[config.mk]
export PLATFORM = sky130hd
export DESIGN_NAME = line_pixel_fetch
export DESIGN_NICKNAME = d
export VERILOG_FILES = /design/src/rtl/line_pixel_fetch.sv
export SDC_FILE = /design/constraint.sdc
export NUM_CORES = 1
export LEC_CHECK = 0
export BUFFER_PORTS_ARGS = -buffer_cell sky130_fd_sc_hd__buf_2
export CORE_ASPECT_RATIO = 0.9
export CORE_MARGIN = 4
export CORE_UTILIZATION = 45
export DETAILED_ROUTE_END_ITERATION = 10
export GPL_TIMING_DRIVEN = 1
export SETUP_SLACK_MARGIN = 0.15
export SLEW_MARGIN = 20
export SYNTH_ARGS = -nofsm -noshare
export SYNTH_HDL_FRONTEND = slang
export SYNTH_SLANG_ARGS = --single-unit
[constraint.sdc]
create_clock -name clk -period 4.9 [get_ports clk]
set_input_delay 0.98 -clock clk [delete_from_list [all_inputs] [get_ports clk]]
set_output_delay 0.98 -clock clk [all_outputs]
set_load 0.02 [all_outputs]
[src/rtl/line_pixel_fetch.sv]
// line_pixel_fetch: prefetches each active line's pixel words into a FIFO during blanking and emits one 8-bit CLUT index per pixel strobe.
module line_pixel_fetch #(
  parameter int DEPTH  = 16,
  parameter int ADDR_W = 22
) (
  input  logic              clk,
  input  logic              reset,
  input  logic              new_frame,
  input  logic              new_line,
  input  logic              new_pixel,
  input  logic              vblank,
  input  logic [ADDR_W-1:0] frame_base,
  input  logic [11:0]       line_stride,
  input  logic [9:0]        words_per_line,
  output logic              mem_req,
  output logic [ADDR_W-1:0] mem_addr,
  input  logic              mem_ack,
  input  logic              mem_rvalid,
  input  logic [15:0]       mem_rdata,
  output logic [7:0]        pixel,
  output logic              pixel_valid,
  output logic              underflow,
  output logic              busy
);
  localparam int AW = $clog2(DEPTH);
  localparam int CW = AW + 1;
  typedef enum logic [1:0] {IDLE, FETCH, FLUSH_WAIT} state_t;
  state_t state, state_nx;
  logic [15:0] fifo [DEPTH];
  logic [15:0] head;
  logic [AW-1:0] wptr, rptr;
  logic [CW-1:0] count, outstanding, discard_cnt, out_nx;
  logic [CW:0] fill;
  logic [ADDR_W-1:0] line_addr, fetch_addr, nxt_addr, base_addr;
  logic [9:0] remaining, nxt_rem;
  logic nxt_go, req_hold, byte_sel, ack, rv, drop, push, pop, pending, go;
  // outstanding keeps counting words already marked for discard, so the FIFO-space test stays conservative
  always_comb begin
    base_addr = new_frame ? frame_base : line_addr;
    fill = {1'b0, count} + {1'b0, outstanding};
    mem_req = req_hold || (state == FETCH && remaining != 10'd0 && fill < (CW+1)'(DEPTH));
    mem_addr = fetch_addr;
    busy = state != IDLE;
    ack = mem_req && mem_ack;
    pending = mem_req && !mem_ack;
    rv = mem_rvalid && outstanding != '0;
    drop = rv && discard_cnt != '0;
    push = rv && !drop && !new_line;
    head = fifo[rptr];
    pop = new_pixel && count != '0 && !byte_sel;
    go = !vblank && words_per_line != 10'd0;
    out_nx = outstanding + CW'(ack) - CW'(rv);
    state_nx = state;
    if (new_line) state_nx = pending ? FLUSH_WAIT : go ? FETCH : IDLE;
    else if (ack && state == FLUSH_WAIT) state_nx = nxt_go ? FETCH : IDLE;
    else if (ack && remaining == 10'd1) state_nx = IDLE;
  end
  always_ff @(posedge clk) if (push) fifo[wptr] <= mem_rdata;
  always_ff @(posedge clk or posedge reset) begin
    if (reset) begin
      state       <= IDLE;
      line_addr   <= '0;
      fetch_addr  <= '0;
      nxt_addr    <= '0;
      remaining   <= '0;
      nxt_rem     <= '0;
      nxt_go      <= 1'b0;
      req_hold    <= 1'b0;
      outstanding <= '0;
      discard_cnt <= '0;
      count       <= '0;
      wptr        <= '0;
      rptr        <= '0;
      byte_sel    <= 1'b1;
      pixel       <= '0;
      pixel_valid <= 1'b0;
      underflow   <= 1'b0;
    end else begin
      state       <= state_nx;
      req_hold    <= pending;
      outstanding <= out_nx;
      count       <= new_line ? '0 : count + CW'(push) - CW'(pop);
      wptr        <= new_line ? '0 : wptr + AW'(push);
      rptr        <= new_line ? '0 : rptr + AW'(pop);
      pixel_valid <= new_pixel;
      underflow   <= (underflow && !new_frame) || (new_pixel && count == '0);
      byte_sel    <= new_line ? 1'b1 : (new_pixel && count != '0) ? !byte_sel : byte_sel;
      if (new_pixel) pixel <= count == '0 ? 8'h00 : byte_sel ? head[15:8] : head[7:0];
      if (new_frame) line_addr <= frame_base;
      if (new_line) begin
        discard_cnt <= out_nx;
        if (!vblank) line_addr <= base_addr + ADDR_W'(line_stride);
        // an un-acked request must complete at its old address, so the new line's parameters wait aside
        if (pending) begin
          nxt_addr <= base_addr;
          nxt_rem  <= vblank ? 10'd0 : words_per_line;
          nxt_go   <= go;
        end else begin
          fetch_addr <= base_addr;
          remaining  <= vblank ? 10'd0 : words_per_line;
        end
      end else begin
        discard_cnt <= discard_cnt - CW'(drop) + CW'(ack && state == FLUSH_WAIT);
        if (ack && state == FLUSH_WAIT) begin
          fetch_addr <= nxt_addr;
          remaining  <= nxt_rem;
        end else if (ack) begin
          fetch_addr <= fetch_addr + ADDR_W'(1);
          remaining  <= remaining - 10'd1;
        end
      end
    end
  end
endmodule

==> summary.md <==
| Metric | Value |
|---|---|
| CTS Buffer Depth | `3` |
| Htree depth | `2` |
| Critical Path RT | `around 5.3 ns` |
| WS Path Type | `reg -> reg` |
| Number of global-route vias before repair | `around 10000` |
| Finished layout cell area | `about 20000 µm²` |
| Clk sinks | `380` |
| DP Wirelength | `about 26000 µm` |
| Post-synthesis register bit count | `380` |
| I/O Pins | `roughly 100` |
| Max-cap violations | `0` |
| Nature of the critical path endpoint | `register` |
| Fin. max-slew vios | `0` |
| Top post-synthesis cells by area | `edfxtp_1 45%, dfrtp_1 18%, mux4_2 11%, ha_1 3.0%, nor2_1 2.1%` |
| Root Driver | `clkbuf_16` |
| DR vias/cell | `approximately 5.7` |
| Global-route wire length before repair | `between 60000 and 70000 µm` |
| Crit path max fanout | `34` |
| Hold slack | `around 0.48 ns` |
| Total negative slack | `0 ns` |
| Status | `finished, final reports clean` |
| Port Buffers | `around 100` |
| Setup Fix Bufs, Post-CTS | `0` |
| Clock transition at path regs | `about 0.060 ns` |
| Crit path cell chain | `ha_1 > or4b_1 > o21bai_1 > nand3_4 > nor3_4 > inv_6 > ha_1 > inv_1 > ha_1 > inv_1 > fa_1 > inv_1 > a21oi_1 > nor2_1 > nor2_1 > xnor2_1 > o21ai_0` |
| Final ANT Viol Nets | `0` |
| Worst IR Drop VDD | `approximately 0.27 mV` |
| Layout area overhead | `14.4%` |
| Post-synth EDFFs | `about 260` |
| # fillers | `3086` |
| Slowest CP cell | `or4b_1` |
| Grt ovf | `0` |
| RSZ-0062 raised after global routing | `no` |
| Final Skew | `between 0.02 and 0.025 ns` |
| Slack of the critical path | `1.07 ns` |
| Share of the synthesized area in the top cell type | `between 40 and 50%` |
| Post-Syn Instances | `1195` |
| Die area | `approximately 41000 µm²` |
| Startpoint types | `register` |
| Place WS | `between 1 and 1.5 ns` |
| Cts hold-fix bufs | `0` |
| Syn_area_per_cell | `roughly 14 µm²` |
| Drt initial violations | `approximately 730` |
| Fin. Hold Viols | `0` |
| Ys async rst share | `32.6%` |
| Crit path time final | `roughly 3.8 ns` |
| Fin nets | `roughly 1400` |
| Clock Latency Late Sink | `around 0.55 ns` |
| Core area | `37500 µm²` |
| Worst-margin pin slew | `roughly 1.2 ns` |
| Share of layout cells above drive strength 1 | `around a quarter` |
| Setup violators final | `0` |
| Drt total wl | `between 40000 and 50000 µm` |
| Inserted Clock Buffers | `41` |
| Post-Syn Nets | `1308` |
| Max Freq | `~0.26 GHz` |
| Crit path max-delay family | `simple AND/OR/NAND/NOR gates` |
| CP Data Arrival Time | `~4.2 ns` |
| Synthesized cell area | `~17000 µm²` |
| Via Count | `between 10000 and 15000` |
| Post-synth top flop | `edfxtp_1` |
| Ys Warns | `0` |
| Seq/Total Area, Yosys | `a little over three fifths` |
| CP peak stage delay | `about 0.5 ns` |
| Diode count | `0` |
| Buf/Inv on CP | `4` |
| FP Rows | `67` |
| Cell taking the most area after synthesis | `edfxtp_1` |
| Slew HR | `about 22%` |
| Power Dens Cells | `slightly below 500 nW/µm²` |
| Cts repair resizes | `0` |
| Wire length per cell | `22.0 µm` |
| GPL Wtd Cong | `~0.83` |
| Total track usage | `between 10% and 20%` |
| Number of antenna violations at the first check in global routing | `0` |
| Drt drc | `0` |
| Initial core utilization | `~46%` |
| Library cells used by synthesis | `73` |
| HP Class | `reg -> reg` |
| CTS tree | `built` |
| LEAKAGE | `7.27 nW` |
| Largest net degree at the start of global routing | `66` |
| Die height | `193 µm` |
| Period utilization | `around four fifths` |
| Placed instance area | `about 18000 µm²` |
| Die width | `214 µm` |
| DRT Pass-1 Iters | `5` |
==> where the power goes <==
part	internal (mW)	switching, mW
Combinational	1.08	1.38
Sequential	3.85	0.477
Clock	1.68	1.26
Total	6.60	3.12
==> routing by layer <==
metal  vias to the layer above  global-route usage (%)  share of wire [%]
li1                       4775                       -                  -
met1                      5278                    31.2                 48
met2                       296                    29.0                 44
met3                        45                    3.01                5.9
met4                         0                    4.50                1.6
met5                         -                       0                  0
==> area by class of cell <==
class	instances	area [µm²]	area share [%]
well taps	483	604	3.08
clock buffers	59	1170	5.98
repair buffers	137	776	3.96
flip-flops and latches	380	10800	55.1
clock inverters	16	113	0.574
multi-input cells	700	5930	30.3
inverters	54	213	1.08
==> worst min-delay path, delay by kind of cell (launching register included) <==
kind	cells	cell delay, ns
AOI/OAI and AO/OA	1	0.06
and+or+nand+nor	1	0.05
DFF	1	0.34
==> per-stage QoR <==
| stage | instances | utilization [%] | power, mW |
|---|---|---|---|
| after detailed placement | 1754 | 48.9 | 6.85 |
| after CTS | 1829 | 52.3 | 9.81 |
| after global placement | 1754 | 48.9 | 6.82 |
| final | 1829 | 52.3 | 9.72 |
| after floorplan | 1195 | - | 6.06 |
| after global routing | 1829 | 52.3 | 10.3 |
==> cell usage in the layout, fill, tap and decap left out, drive strengths merged, types with 6 or more instances in the layout <==
| cell | instances |
|---|---|
| nand2 | 74 |
| nor4 | 7 |
| o21ai | 58 |
| ha | 41 |
| mux4 | 80 |
| dfrtp | 123 |
| o211ai | 9 |
| nand3 | 11 |
| a21o | 10 |
| mux2i | 17 |
| nand4 | 12 |
| or3 | 7 |
| nand2b | 17 |
| o22a | 6 |
| a31oi | 8 |
| nor2 | 98 |
| a21oi | 62 |
| xnor2 | 29 |
| nor2b | 10 |
| clkbuf | 59 |
| a22oi | 10 |
| edfxtp | 256 |
| buf | 137 |
| inv | 56 |
| nor3 | 15 |
| mux2 | 17 |
| o31ai | 7 |
| xor2 | 22 |
| clkinv | 12 |
==> path summary, 6_finish.rpt <==
kind | start | endpoint | slack [ns] | depth (start not counted)
max in group asynchronous | reset | nxt_rem[2] | 3.45 | 3
min in group asynchronous | reset | pixel_valid | 0.53 | 2
hold reg to reg | nxt_addr[18] | nxt_addr[18] | 0.48 | 2
hold / removal | nxt_addr[18] | nxt_addr[18] | 0.48 | 2
setup / recovery | count[4] | discard_cnt[4] | 1.07 | 17
setup reg to reg | count[4] | discard_cnt[4] | 1.07 | 17
==> synthesized netlist by cell type, types with 22 or more instances <==
library cell  count
edfxtp_1        256
nand2_1          74
a21oi_1          62
ha_1             41
mux4_2           80
xor2_1           22
clkbuf_1         32
o21ai_0          56
nor2_1           98
inv_1            52
dfrtp_1         123
xnor2_1          29
==> cells by family (layout without fill, tap and decap cells) <==
kind of cell	Yosys count	in the layout	synth area share (%)
buffers and inverters	115	266	2.74
xor gates and xnor gates	51	51	2.61
muxes	114	114	12.6
AOI/OAI and AO/OA	217	217	8.00
adders and majority gates	45	45	3.46
DFF	380	380	62.9
and+or+nand+nor	273	273	7.64
==> state kept, by name (all words and copies together) (netlist names), 2 cells and up <==
name and count:
rptr 4, nxt_rem 10, mem_addr 22, nxt_addr 22, pixel 8, wptr 4
outstanding 5, fifo 256, discard_cnt 5, line_addr 22, count 5, state 2
remaining 10
Power figures use the tool's default switching activity.
